### src/rtl/bus_out_port.sv
// ---------------------------------------------------------------------------
// bus_out_port
//
// Reader end of the shared system bus. Whenever the control word raises
// ld_out, the current bus value is captured into a small FIFO. The FIFO
// drains to an external consumer through a valid/ready handshake. The last
// value the consumer accepted is held in a display register that drives the
// computer's `out`.
//
// Ports
//   clk       in   1      system clock, all state changes on posedge
//   res       in   1      synchronous active-high reset, dominates all inputs
//   bus       in   WIDTH  shared system bus
//   ld_out    in   1      capture strobe for the bus value this cycle
//   tx_data   out  WIDTH  head-of-FIFO data, meaningful only while tx_valid
//   tx_valid  out  1      FIFO non-empty
//   tx_ready  in   1      consumer takes the head when tx_valid && tx_ready
//   out       out  WIDTH  display register: last value accepted by consumer
//   full      out  1      FIFO holds DEPTH entries
//   empty     out  1      FIFO holds no entries
//   ovf       out  1      sticky overflow: a capture was dropped while full
//   clr_ovf   in   1      synchronous clear of ovf (a same-cycle overflow wins)
// ---------------------------------------------------------------------------
module bus_out_port #(
    parameter int WIDTH = 8,
    parameter int DEPTH = 4,
    parameter int AW    = 2
) (
    input  logic             clk,
    input  logic             res,
    input  logic [WIDTH-1:0] bus,
    input  logic             ld_out,
    output logic [WIDTH-1:0] tx_data,
    output logic             tx_valid,
    input  logic             tx_ready,
    output logic [WIDTH-1:0] out,
    output logic             full,
    output logic             empty,
    output logic             ovf,
    input  logic             clr_ovf
);

    localparam logic [AW:0]   CNT_ONE  = (AW+1)'(1);
    localparam logic [AW:0]   CNT_ZERO = (AW+1)'(0);
    localparam logic [AW:0]   CNT_FULL = (AW+1)'(DEPTH);
    localparam logic [AW-1:0] PTR_ONE  = AW'(1);

    logic [WIDTH-1:0] mem_q [DEPTH];
    logic [AW-1:0]    wr_ptr_q, wr_ptr_d;
    logic [AW-1:0]    rd_ptr_q, rd_ptr_d;
    logic [AW:0]      count_q,  count_d;
    logic [WIDTH-1:0] out_q,    out_d;
    logic             ovf_q,    ovf_d;

    logic             full_s;
    logic             empty_s;
    logic             pop_s;
    logic             push_s;
    logic             ovf_set_s;

    // Status flags and handshake qualifiers, all derived from registered count.
    always_comb begin
        empty_s   = (count_q == CNT_ZERO);
        full_s    = (count_q == CNT_FULL);
        pop_s     = !empty_s && tx_ready;
        // A full FIFO still accepts a capture when the head leaves this cycle.
        push_s    = ld_out && (!full_s || pop_s);
        ovf_set_s = ld_out && full_s && !pop_s;
    end

    // Next-state for pointers, occupancy, display register and overflow flag.
    always_comb begin
        wr_ptr_d = wr_ptr_q;
        rd_ptr_d = rd_ptr_q;
        count_d  = count_q;
        out_d    = out_q;
        ovf_d    = ovf_q;

        if (push_s) begin
            wr_ptr_d = wr_ptr_q + PTR_ONE;
        end else begin
            wr_ptr_d = wr_ptr_q;
        end

        if (pop_s) begin
            rd_ptr_d = rd_ptr_q + PTR_ONE;
            out_d    = mem_q[rd_ptr_q];
        end else begin
            rd_ptr_d = rd_ptr_q;
            out_d    = out_q;
        end

        case ({push_s, pop_s})
            2'b10:   count_d = count_q + CNT_ONE;
            2'b01:   count_d = count_q - CNT_ONE;
            default: count_d = count_q;
        endcase

        // Setting takes priority over a simultaneous clear.
        if (ovf_set_s) begin
            ovf_d = 1'b1;
        end else if (clr_ovf) begin
            ovf_d = 1'b0;
        end else begin
            ovf_d = ovf_q;
        end
    end

    // Control state registers with synchronous reset.
    always_ff @(posedge clk) begin
        if (res) begin
            wr_ptr_q <= {AW{1'b0}};
            rd_ptr_q <= {AW{1'b0}};
            count_q  <= CNT_ZERO;
            out_q    <= {WIDTH{1'b0}};
            ovf_q    <= 1'b0;
        end else begin
            wr_ptr_q <= wr_ptr_d;
            rd_ptr_q <= rd_ptr_d;
            count_q  <= count_d;
            out_q    <= out_d;
            ovf_q    <= ovf_d;
        end
    end

    // Storage array; contents are don't-care after reset, so only writes are gated.
    always_ff @(posedge clk) begin
        if (!res && push_s) begin
            mem_q[wr_ptr_q] <= bus;
        end
    end

    // Output wiring; tx_data reads the registered array directly (no bypass).
    always_comb begin
        tx_data  = mem_q[rd_ptr_q];
        tx_valid = !empty_s;
        out      = out_q;
        full     = full_s;
        empty    = empty_s;
        ovf      = ovf_q;
    end

endmodule

### config.mk
export PLATFORM = sky130hd
export DESIGN_NAME = bus_out_port
export DESIGN_NICKNAME = d
export VERILOG_FILES = /design/src/rtl/bus_out_port.sv
export SDC_FILE = /design/constraint.sdc
export NUM_CORES = 1
export LEC_CHECK = 0
export ABC_AREA = 1
export ABC_CLOCK_PERIOD_IN_PS = 2500
export BUFFER_PORTS_ARGS = -buffer_cell sky130_fd_sc_hd__clkbuf_2
export CORE_MARGIN = 8
export CORE_UTILIZATION = 57
export CTS_BUF_LIST = sky130_fd_sc_hd__clkbuf_4
export CTS_CLUSTER_DIAMETER = 60
export CTS_CLUSTER_SIZE = 14
export DETAILED_ROUTE_END_ITERATION = 10
export GPL_ROUTABILITY_DRIVEN = 0
export GPL_TIMING_DRIVEN = 0
export HOLD_SLACK_MARGIN = 0.15
export PLACE_DENSITY = 0.8
export SLEW_MARGIN = 20
export SYNTH_ARGS = -nofsm -noshare
export SYNTH_HDL_FRONTEND = slang
export SYNTH_SLANG_ARGS = --single-unit
### constraint.sdc
create_clock -name clk -period 2.5 [get_ports clk]
set_clock_uncertainty 0.2 [all_clocks]
set_input_delay 0.5 -clock clk [delete_from_list [all_inputs] [get_ports clk]]
set_output_delay 0.5 -clock clk [all_outputs]
set_load 0.05 [all_outputs]
# After elaboration in Yosys (flattened, before gate mapping)
# Memory sizes are Yosys's and may differ from the RTL's. A register that Yosys moved wholly into a read port is not among the register bits.
# Cells that the tools add are included.
[classes] eq_ne=3 shift=0 n_div=0 magnitude_cmp=0 n_mul=0 reduce_logical=13 mux=7 bitwise=0 n_addsub=4
[ops] operator="case mux 3 bit (2 select lines)" count=1
[ops] operator="logical AND 1 bit" count=5
[ops] operator="adder 2 x 1 -> 2 bit, second input constant" count=2
[ops] operator="zero test 1 bit" count=4
[ops] operator="2-to-1 mux 1 bit" count=4
[ops] operator="2-to-1 mux 2 bit" count=2
[ops] operator="nonzero test 2 bit" count=2
[ops] operator="adder 3 x 1 -> 3 bit, second input constant" count=1
[ops] operator="== test 3 bit, second input constant" count=1
[ops] operator="zero test 3 bit" count=1
[ops] operator="subtractor 3 x 1 -> 3 bit, second input constant" count=1
[ops] operator="== test 2 x 1 -> 1 bit, second input constant" count=1
[ops] operator="== test 2 bit, second input constant" count=1
[ops] operator="logical OR 1 bit" count=1
[word_totals] out_inout_bits=20 inputBits=13 register_bits=16 rom_bits=0 n_memories=1 latch_bits=0 ram_bits=32
[mem_list] memory="mem_q" depth=4 width=8 read_ports=1 rd_ports_with_merged_regs=1 write_ports=1 line="48" text="logic [WIDTH-1:0] mem_q [DEPTH];"

# Logic depth before layout (Yosys ltp)
[logic_depth] depth_word=8 depth_mapped=9 mapped_depth_nobuf=9

# Worst setup path after synthesis
# OpenSTA, ideal clock, no wires.
[synth_timing] kind="flip-flop to output port" start="register (tool-made name)" end="output port tx_data[0]" arrival_ps=1435 stages_incl_launch_ff=4 path_slack_ps=365 required_time_ps=1800 cell_sequence="dfxtp_1 -> buf_4 -> nor2_1 -> o22ai_1"
[synth_lines] item="end: declaration" line="33" text="output logic [WIDTH-1:0] tx_data,"

==> results.py <==
metrics = {
    "route": {
        "wl_met1_um": 1690,
        "highest_layer": "met4",
        "routed_wl_um": 3900,
        "wl_per_cell_um": 14.0,
        "drt-vias-per-instance": 5.12,
        "wl_met3_um": 270,
        "wl_met2_um": 1880,
        "routed-via-count": 1428,
        "detail-route-antenna-nets": 0,
        "drt_iter0_markers": 85,
        "drt_pass1_iterations": 4,
        "route.detailed.drc": 0,
    },
    "power_and_ir_drop": {
        "p_seq_share_pct": 43.5,
        "max-vdd-ir-drop_uv": 609,
        "p_sw_mw": 0.906,
        "comb_power_share_pct": 35.5,
        "p_sw_share_pct": 39.4,
        "power_density_mw_per_mm2": 935,
        "power_leakage_nw": 0.990,
        "p_int_mw": 1.39,
        "clockPowerShare_pct": 21.0,
    },
    "global_routing": {
        "grt.overflow.total": 0,
        "grt_pass1_wl_um": 6170,
        "first_global_vias": 1314,
        "grt_max_degree": 18,
        "antenna_found_initial": 0,
        "gr-usage-all-layers_pct": 14.8,
    },
    "clock_network": {
        "tritoncts": "yes",
        "numCtsBuffers": 5,
        "root_buffer": "clkbuf_4",
        "clockBufferDepth": 2,
        "clk_latency_ns": 0.37,
        "htreeDepth": 2,
        "cts_sinks": 50,
        "postCtsSetupRepairBufs": 0,
        "clk_pin_slew_ns": 0.14,
    },
    "critical_path": {
        "criticalPathCategory": "reg2out",
        "cp-endpoint": "tx_data[1]",
        "worst-path-max-fanout": 10,
        "r2r-start": "count_q[1]$_SDFFE_PP0P_",
        "ff2ff_setup_slack_ns": 0.44,
        "startpoint_type": "flip-flop",
        "worstPathArrival_ns": 1.71,
        "rr_worst_depth": 6,
        "required_ns": 1.80,
        "worstSetupEndpointType": "output pin",
        "reg2reg_to": "mem_q[0][2]$_DFFE_PP_",
    },
    "final_layout": {
        "layout_common_cells": "nor2_1, edfxtp_1, clkbuf_2, o21ai_0, dfxtp_1",
        "layout_commonest_cell": "nor2_1",
        "utilization_pct": 73.1,
        "fill_cells": 251,
        "diodes": 0,
        "nNetsFinal": 250,
        "area_delta_synth_final_pct": 22.0,
        "drive_above_1_share_pct": 25.8,
    },
    "status": {
        "outcome": "completed",
    },
    "die": {
        "start_util_pct": 59.9,
        "fp.coreArea_sq_mm": 0.00336,
        "ios": 33,
        "rows": 21,
        "dieArea_sq_mm": 0.00569,
        "die_h_um": 75.5,
        "dieWidth_um": 75.5,
    },
    "placement": {
        "place_ws_ns": 0.356,
        "dp_hpwl_um": 2630,
        "portBuffers": 32,
    },
    "synth": {
        "yosysSeqAreaShare_pct": 65.5,
        "synth_area_leader_cell": "edfxtp_1",
        "ys_ff_latch": 50,
        "ys_warn_count": 0,
        "synth_cell_types": 25,
        "synth_top_area_share_pct": 47.7,
        "synth.avg_cell_area_sq_um": 11.0,
        "syn_nets": 201,
        "synthCells": 183,
        "synth.area.top_cells": "edfxtp_1, dfxtp_1, nor2_1",
        "syn_area_sq_mm": 0.00202,
    },
    "min_path": {
        "holdCritPathClass": "reg2reg",
    },
    "run": {
        "drv_cap": 0,
    },
    "timing": {
        "timing.final.crit_share_pct": 96.6,
        "max_freq_mhz": 414,
        "hold_violations": 0,
        "setup_slack_ns": 0.0852,
        "max-slew-margin-rel_pct": 49.3,
        "slew_violations": 0,
        "setup_viol": 0,
        "min_period_ns": 2.41,
        "tightest_slew_ns": 0.758,
    },
}
layout make-up:
type                            count  area [sq um]  area share (%)
Timing Repair Buffer               42           275            11.2
Buffer                              5          35.0            1.42
Sequential cell                    50          1320            53.7
Inverter                           20          75.1            3.05
Tap cell                           46          57.6            2.34
Clock inverter                      3          47.5            1.93
Clock buffer                        5          37.5            1.53
Multi-Input combinational cell    108           609            24.8
through the flow:
stage	hold WS (ns)	power (mW)	area, sq um	cells	TNS, ns
2_1_floorplan	0.236	1.61	2020	183	0
3_3_place_gp	0.245	1.78	2230	261	0
3_5_place_dp	0.254	1.79	2230	261	0
4_1_cts	0.266	2.29	2430	279	0
5_1_grt	0.279	2.41	2460	279	-0.00568
6_report	0.271	2.30	2460	279	0
kinds of logic after synthesis:
family                   count (synthesis)  share of synthesized area (%)
adder cells (fa/ha/maj)                  5                           3.48
AND/OR/NAND/NOR                         57                           12.7
AO/OA/AOI/OAI                           46                           12.8
buffers and inverters                   25                           5.46
flip-flops                              50                           65.5
power by group through the flow:
stage | Sequential, mW | Clock [mW] | Combinational (mW)
6_report | 1.00 | 0.483 | 0.815
5_1_grt | 1.01 | 0.520 | 0.880
3_5_place_dp | 1.02 | 0 | 0.775
4_1_cts | 1.00 | 0.489 | 0.796
3_3_place_gp | 1.02 | 0 | 0.767
2_1_floorplan | 1.12 | 0 | 0.493
how the worst min path moves through the flow:
stage	start	endpoint	slack, ns	cells past startpoint
floorplan	rd_ptr_q[1]$_SDFFE_PP0N_	flip-flop	0.24	2
global placement	rd_ptr_q[1]$_SDFFE_PP0N_	rd_ptr_q[1]$_SDFFE_PP0N_	0.24	2
detailed placement	ovf$_SDFFE_PP0P_	ovf$_SDFFE_PP0P_	0.25	2
CTS	tx_ready	ovf$_SDFFE_PP0P_	0.27	4
global route	ld_out	ovf$_SDFFE_PP0P_	0.28	3
finish	ovf$_SDFFE_PP0P_	ovf$_SDFFE_PP0P_	0.27	2
critical path, cell delays in order (launching register included):
cell	delay, ns
dfxtp_1	0.41
inv_2	0.14
buf_4	0.20
nor2_1	0.05
o22ai_1	0.27
buf_4	0.26
registers in the layout, summed over array words and instances, names as in the netlist, named ones only:
signal and cells:
mem_q 32, out 8, count_q 3, rd_ptr_q 2
wr_ptr_q 2, ovf 1
cell usage after synthesis:
master / n
nand4_1: 1
inv_1: 18
nand2_1: 7
nand4_2: 1
nor2_1: 38
ha_1: 4
o22ai_1: 6
buf_4: 2
a21boi_1: 1
o22ai_2: 2
o21ai_0: 22
fa_1: 1
a21oi_1: 7
nor2_2: 1
nand2_2: 3
buf_1: 1
nand3_4: 1
buf_6: 1
buf_2: 1
inv_2: 2
nand3_1: 5
dfxtp_1: 18
edfxtp_1: 32
a21oi_2: 1
o21ai_1: 7
repair_timing:
action | in CTS | in global routing
hold endpoints to repair | 31 | 0
resized for setup | 4 | 15
hold buffers | 10 | 0
setup endpoints to repair | 4 | 7
per-layer routing:
metal	GRT usage (%)	vias up
li1	-	728
met1	17.9	655
met2	24.0	39
met3	4.87	6
met4	5.76	0
met5	0	-
(Power assumes the default switching activity.)
